**src/rtl/mips16_mem_pkg.sv**
```systemverilog
// Shared definitions for the MIPS-16b data-memory path: FSM states, sizes and word extension.
package mips16_mem_pkg;

  localparam int unsigned MEM_DEPTH  = 256;
  localparam int          MEM_WORD_W = 16;
  localparam int          BUS_W      = 32;

  typedef enum logic [1:0] {
    IDLE,
    ACCESS,
    RESP
  } state_t;

  // Only the low memory word is meaningful; upper bus bits are replaced by the extension.
  function automatic logic [BUS_W-1:0] extend_word(input logic [BUS_W-1:0] data, input logic sgn);
    return {{(BUS_W-MEM_WORD_W){sgn & data[MEM_WORD_W-1]}}, data[MEM_WORD_W-1:0]};
  endfunction

endpackage

```
**src/rtl/mem_access_unit.sv**
```systemverilog
// Data-memory initiator: one request at a time, strobes held WAIT_CYCLES+1 cycles, response WAIT_CYCLES+1 cycles after accept.
// Out-of-range requests answer after one cycle with no strobe; a stalled response blocks new requests until it is taken.
module mem_access_unit
  import mips16_mem_pkg::*;
#(
  parameter int unsigned DEPTH       = MEM_DEPTH,
  parameter int unsigned WAIT_CYCLES = 1
) (
  input  logic             clk,
  input  logic             rst,
  input  logic             req_valid,
  output logic             req_ready,
  input  logic             req_we,
  input  logic             req_signed,
  input  logic [BUS_W-1:0] req_addr,
  input  logic [BUS_W-1:0] req_wdata,
  output logic             resp_valid,
  input  logic             resp_ready,
  output logic [BUS_W-1:0] resp_rdata,
  output logic             resp_err,
  output logic [BUS_W-1:0] rw_addr,
  output logic [BUS_W-1:0] w_data,
  output logic             mem_read,
  output logic             mem_write,
  input  logic [BUS_W-1:0] r_data
);

  state_t           r_state, w_state_nxt;
  logic [3:0]       r_cnt, w_cnt_nxt;
  logic             r_we, r_signed;
  logic [BUS_W-1:0] r_addr, r_wdata, r_rdata;
  logic             r_err, r_resp_vld, r_rd, r_wr;
  logic             w_rd_nxt, w_wr_nxt, w_resp_vld_nxt;
  logic             w_accept, w_in_range, w_done, w_we_eff;

  assign w_accept   = (r_state == IDLE) && req_valid;
  assign w_in_range = req_addr < BUS_W'(DEPTH);
  assign w_done     = (r_state == ACCESS) && (r_cnt == 4'd0);
  assign w_we_eff   = w_accept ? req_we : r_we;

  always_comb begin
    w_state_nxt = r_state;
    w_cnt_nxt   = r_cnt;
    case (r_state)
      IDLE: begin
        if (req_valid) begin
          if (w_in_range) begin
            w_state_nxt = ACCESS;
            w_cnt_nxt   = 4'(WAIT_CYCLES);
          end else begin
            w_state_nxt = RESP;
          end
        end
      end
      ACCESS: begin
        if (r_cnt != 4'd0) w_cnt_nxt = r_cnt - 4'd1;
        else               w_state_nxt = RESP;
      end
      RESP: begin
        if (resp_ready) w_state_nxt = IDLE;
      end
      default: w_state_nxt = IDLE;
    endcase
    // Strobes and resp_valid are registered copies of the next state.
    w_rd_nxt       = (w_state_nxt == ACCESS) && !w_we_eff;
    w_wr_nxt       = (w_state_nxt == ACCESS) &&  w_we_eff;
    w_resp_vld_nxt = (w_state_nxt == RESP);
  end

  always_ff @(posedge clk or posedge rst) begin
    if (rst) begin
      r_state    <= IDLE;
      r_cnt      <= 4'd0;
      r_rd       <= 1'b0;
      r_wr       <= 1'b0;
      r_resp_vld <= 1'b0;
    end else begin
      r_state    <= w_state_nxt;
      r_cnt      <= w_cnt_nxt;
      r_rd       <= w_rd_nxt;
      r_wr       <= w_wr_nxt;
      r_resp_vld <= w_resp_vld_nxt;
    end
  end

  always_ff @(posedge clk or posedge rst) begin
    if (rst) begin
      r_we     <= 1'b0;
      r_signed <= 1'b0;
      r_addr   <= '0;
      r_wdata  <= '0;
      r_rdata  <= '0;
      r_err    <= 1'b0;
    end else begin
      if (w_accept) begin
        r_we     <= req_we;
        r_signed <= req_signed;
        r_addr   <= req_addr;
        r_wdata  <= req_wdata;
        if (!w_in_range) begin
          r_rdata <= '0;
          r_err   <= 1'b1;
        end
      end
      if (w_done) begin
        r_rdata <= r_we ? '0 : extend_word(r_data, r_signed);
        r_err   <= 1'b0;
      end
    end
  end

  assign req_ready  = (r_state == IDLE);
  assign resp_valid = r_resp_vld;
  assign resp_rdata = r_rdata;
  assign resp_err   = r_err;
  assign rw_addr    = r_addr;
  assign w_data     = r_wdata;
  assign mem_read   = r_rd;
  assign mem_write  = r_wr;

endmodule

```
**config.mk**
```make
export PLATFORM = sky130hd
export DESIGN_NAME = mem_access_unit
export DESIGN_NICKNAME = d
export VERILOG_FILES = /design/src/rtl/mips16_mem_pkg.sv /design/src/rtl/mem_access_unit.sv
export SDC_FILE = /design/constraint.sdc
export NUM_CORES = 1
export LEC_CHECK = 0
export ABC_AREA = 1
export CAP_MARGIN = 20
export CORE_MARGIN = 8
export CORE_UTILIZATION = 35
export DETAILED_ROUTE_END_ITERATION = 10
export PLACE_DENSITY = 0.73
export SLEW_MARGIN = 20
export SYNTH_ARGS = -nofsm -noshare
export SYNTH_HDL_FRONTEND = slang
export SYNTH_SLANG_ARGS = --single-unit
```
**constraint.sdc**
```tcl
create_clock -name clk -period 6.61 [get_ports clk]
set_input_delay 0.9915 -clock clk [delete_from_list [all_inputs] [get_ports clk]]
set_output_delay 0.9915 -clock clk [all_outputs]
set_load 0.02 [all_outputs]
```
## Yosys cells after proc, flatten, opt, wreduce, memory -nomap -nowiden

Cells that the tools add are included.

| cells by class | value |
|---|---|
| $add $sub $neg | 1 |
| $lt $le $gt $ge | 1 |
| equal/unequal tests | 8 |
| multiplexer cells | 17 |
| bitwise gates (word level) | 1 |
| reduce and logical (&&, ||, !) cells | 12 |

Operator list:

| cell | count |
|---|---|
| 2-to-1 mux 32 bit | 4 |
| less-than comparator 32 x 9 -> 1 bit (second input constant) | 1 |
| 2-to-1 mux 4 bit | 3 |
| 2-to-1 mux 2 bit | 4 |
| case mux 4 bit (2 select lines) | 1 |
| inequality test 2 x 1 -> 1 bit (second input constant) | 3 |
| case mux 2 bit (3 select lines) | 1 |
| equality test 2 x 1 -> 1 bit (second input constant) | 2 |
| equality test 2 bit (second input constant) | 2 |
| logical AND 1 bit | 4 |
| logical NOT 4 bit | 1 |
| 2-to-1 mux 1 bit | 4 |
| AND reduction 4 bit | 1 |
| nonzero test 2 bit | 2 |
| nonzero test 4 bit | 1 |
| subtractor 4 x 1 -> 4 bit (second input constant) | 1 |
| logical NOT 2 bit | 1 |
| inequality test 2 bit (second input constant) | 1 |
| AND reduction 2 bit | 1 |
| bitwise AND 1 bit | 1 |
| logical NOT 1 bit | 1 |

| word-level totals | value |
|---|---|
| register bits after elaboration | 108 |
| input port bits | 102 |
| output and inout bits | 101 |
| logic and storage cells | 51 |

## Longest topological paths before layout

| logic depth | value |
|---|---|
| word-level depth | 6 |
| gate-level depth with buffers | 9 |
| depth with buffers taken out | 8 |

## Least setup slack after synthesis

Ideal clock, no wire load.

| timing | value |
|---|---|
| kind | input to register |
| from | input port req_addr[30] |
| to | register r_rdata[30] (netlist: resp_rdata[30]) |
| setup time | 0.066 ns |
| data arrival time | 1.810 ns |
| required time | 6.544 ns |
| slack | 4.734 ns |
| stages | 8 |
| buffers on the path | 1 |
| cell sequence | nor2_1 > nand3_1 > nor2_1 > nand3_1 > nand2_2 > buf_6 > nand3_1 > nand2_1 |

| between the ends | value |
|---|---|
| longest elaborated chain between the ends | 3 |

Ends and longest elaborated chain:

| what | line | RTL |
|---|---|---|
| start, declared | mem_access_unit.sv:15 | `input logic [BUS_W-1:0] req_addr,` |
| less-than comparator 32 x 9 -> 1 bit | mem_access_unit.sv:37 | `assign w_in_range = req_addr < BUS_W'(DEPTH);` |
| inequality test 2 x 1 -> 1 bit (no line) | - |  |
| AND reduction 2 bit (no line) | - |  |
| end signal, assigned | mem_access_unit.sv:106 | `r_rdata <= r_we ? '0 : extend_word(r_data, r_signed);` |
| end, declared | mem_access_unit.sv:31 | `logic [BUS_W-1:0] r_addr, r_wdata, r_rdata;` |

Every way passes these cells.
A chain may end at the register's enable or synchronous reset.

## Worst setup path in the final report

| timing | value |
|---|---|
| from | input port req_valid |
| to | register r_wr (netlist: mem_write) |

| between the ends | value |
|---|---|
| elaborated cells on any way between the ends | 6 |
| classes of those cells | 1 x eq/ne; 3 x mux; 2 x reduce/logical |

RTL lines:

| what | line | RTL |
|---|---|---|
| start, declared | mem_access_unit.sv:11 | `input logic req_valid,` |
| logical AND 1 bit | mem_access_unit.sv:36 | `assign w_accept = (r_state == IDLE) && req_valid;` |
| 2-to-1 mux 1 bit | - |  |
| net w_we_eff | mem_access_unit.sv:34 | `logic w_accept, w_in_range, w_done, w_we_eff;` |
| logical AND 1 bit | mem_access_unit.sv:66 | `w_wr_nxt = (w_state_nxt == ACCESS) && w_we_eff;` |
| net w_wr_nxt | mem_access_unit.sv:33 | `logic w_rd_nxt, w_wr_nxt, w_resp_vld_nxt;` |
| end signal, assigned | mem_access_unit.sv:81 | `r_wr <= w_wr_nxt;` |
| end, declared | mem_access_unit.sv:32 | `logic r_err, r_resp_vld, r_rd, r_wr;` |

The timed path passes the listed nets, and every way through them passes these cells.

==> flow_summary.yaml <==
sta:
  max_slew.worst_pin.slew_ps: 909
  slew_viol_final: 0
  hold_ws_ps: 474
  setup_ws_ps: 3890
  max_freq_mhz: 367
  finalHoldViolCount: 0
  layout_min_cycle_time_ps: 2720
  setup_viol: 0
  max-slew-margin-rel: 0.394
  rsz0062_at_grt: "no"
  finalClockSkew_ps: 6.36
  tns_ps: 0
  final.period_utilization: 0.412
worst_setup_path:
  critPathMaxStageDelay_ps: 550
  reg2reg_from: "r_state[1]"
  rr_endpoint: "mem_write"
  critPathArrivalTime_ps: 2960
  crit_path_max_fanout: 71
  crit_chain: "clkdlybuf4s50_1 > inv_1 > nor2_4 > buf_4 > inv_4 > nand2_1 > nand2_1 > a21boi_1"
  criticalPathCategory: "in -> reg"
  cp.required_ps: 6850
  cp_common_cell: "nand2_1"
  rr_worst_depth: 8
  setup.worst_path.start_class: "input pin"
  cp-end-kind: "flop"
  rrSetupSlack_ps: 4420
  crit_slowest_cell: "buf_4"
clock_network:
  cts_tree: "yes"
  cts-hold-fix-buffers: 0
  htreeDepth: 3
  cts.sinks: 93
  cts_buffers: 9
  cts.path.max_buffers: 2
  root_buffer: "clkbuf_8"
  clock_latency_ps: 350
  cts_resized: 0
  cts.clk_slew.worst_paths_ps: 90
  post-cts-setup-buffer-count: 0
finish:
  final_common_cell: "nand2_1"
  final_cell_mix: "nand2_1 (238), clkdlybuf4s50_1 (186), dfrtp_1 (93)"
  antenna_cells: 0
  layout.nets: 715
  fill_cells: 986
  drive_gt1_frac: 0.0407
  fin_util: 0.546
  syn_to_final_growth_pct: 52.4
synthesis:
  synth_cell_type_count: 22
  ys_ff_latch: 93
  syn-num-nets: 549
  yosysTopAreaCellShare: 0.602
  syn_area_per_cell_um2: 8.69
  yosysTopAreaCell: "dfrtp_1"
  syn_inst: 445
  synth.area.top_cells: "dfrtp_1 (60%), nand2_1 (23%), nand3_1 (3.1%)"
  syn_area_um2: 3870
  ys_seq_area_frac: 0.602
  yosys_warnings: 0
die:
  rows: 38
  die_area_um2: 14700
  initial_core_util: 0.358
  die_height_um: 121
  core_um2: 10800
  pin_count: 203
  die_x_um: 121
routing:
  wl_um: 11100
  vias: 3365
  drtAntennaViolNets: 0
  via_per_inst: 4.46
  drcViolationCount: 0
  wire_per_inst_um: 14.7
  drt-initial-drc-count: 158
  first_pass_iters: 4
flow_run:
  maxCapViolCount: 0
min_path:
  min_to: "w_data[25]"
  whs_path_depth: 2
  min_from: "w_data[25]"
  hold_class: "reg -> reg"
global_routing:
  grt_pass1_vias: 3557
  grt_use_met1: 0.164
  grt_pass1_wl_um: 17800
  grt_use_total: 0.152
  use_met3: 0.0638
  overflow: 0
  globalRoute.busiestLayer: "met2"
  grt_max_degree: 73
  use_met2: 0.261
  antenna_found_initial: 0
status:
  status: "complete, no violations"
placed_design:
  gp_congestion: 0.752
  io_buffers: 186
  preCtsSetupSlack_ps: 3430
  hpwl_um: 8140
pwr:
  leakagePower_nw: 2.89
  peakVddDrop_mv: 0.154
  p_per_area_nw_per_um2: 274
## power by group
part / leakage (nW) / switching [mW] / internal, mW / total [mW]
Clock: 0.0923 / 0.186 / 0.181 / 0.368
Combinational: 1.63 / 0.280 / 0.245 / 0.525
Sequential: 1.17 / 0.0561 / 0.667 / 0.723
## flip-flops by register name (all words and copies together) (netlist names)
| register | cells |
|---|---|
| rw_addr | 32 |
| w_data | 32 |
| resp_rdata | 17 |
| r_cnt | 4 |
| r_state | 2 |
| mem_read | 1 |
| mem_write | 1 |
| r_signed | 1 |
| r_we | 1 |
| resp_err | 1 |
| resp_valid | 1 |
## worst max path at each step
| stage | start | to | slack (ps) | cells after the start |
|---|---|---|---|---|
| 3_5_place_dp | req_valid | mem_write | 3430 | 8 |
| 4_1_cts | req_valid | mem_write | 3820 | 8 |
| 2_1_floorplan | rst | mem_read | 3200 | 1 |
| 5_1_grt | req_valid | mem_write | 3710 | 8 |
| 3_3_place_gp | req_valid | mem_write | 3140 | 8 |
| 6_report | req_valid | mem_write | 3890 | 8 |
## cells in the mapped netlist
library cell  number
nand2_1          238
dfrtp_1           93
nand3_1           24
nor2_1            17
buf_4             16
inv_1             15
buf_2              8
clkbuf_1           6
o21ai_0            5
inv_2              4
a21oi_1            3
buf_6              3
ha_1               2
nor2_4             2
nor3_1             2
a21boi_1           1
nand2_2            1
nand4_1            1
nand4_4            1
nor2_2             1
nor2_8             1
xor2_1             1
## routing by layer
metal,vias up,share of wire
met1,1574,0.38
met2,105,0.50
met3,14,0.098
li1,1672,-
met5,-,0
met4,0,0.014
## cell type report
cell class	count	area [um2]	share of cell area
Inverter	19	76.3	0.0130
Tap cell	140	175	0.0297
Clock buffer	12	145	0.0246
Sequential cell	93	2330	0.395
Multi-Input combinational cell	300	1260	0.213
Timing Repair Buffer	188	1880	0.319
Clock inverter	2	35.0	0.00595
## kinds of logic (layout without fill, tap and decap cells)
logic type	after synthesis	in the layout	share of synthesized area
flip-flops	93	93	0.602
adder cells (fa/ha/maj)	2	2	0.00647
AND/OR/NAND/NOR	288	288	0.303
XOR/XNOR	1	1	0.00227
buffers and inverters	52	221	0.0744
AO/OA/AOI/OAI	9	9	0.0123
## critical path: cells and delay by family
| kind | cells | cell delay, ps |
|---|---|---|
| compound gates | 1 | 130 |
| simple gates | 3 | 330 |
| buf+inv | 4 | 1500 |
## metrics by stage
stage / instances / total power, mW / area [um2]
after global routing: 754 / 1.71 / 5890
final: 754 / 1.62 / 5890
after floorplan: 445 / 0.977 / 3870
after global placement: 740 / 1.26 / 5710
after CTS: 754 / 1.64 / 5890
after detailed placement: 740 / 1.27 / 5710
(Power assumes the default switching activity.)
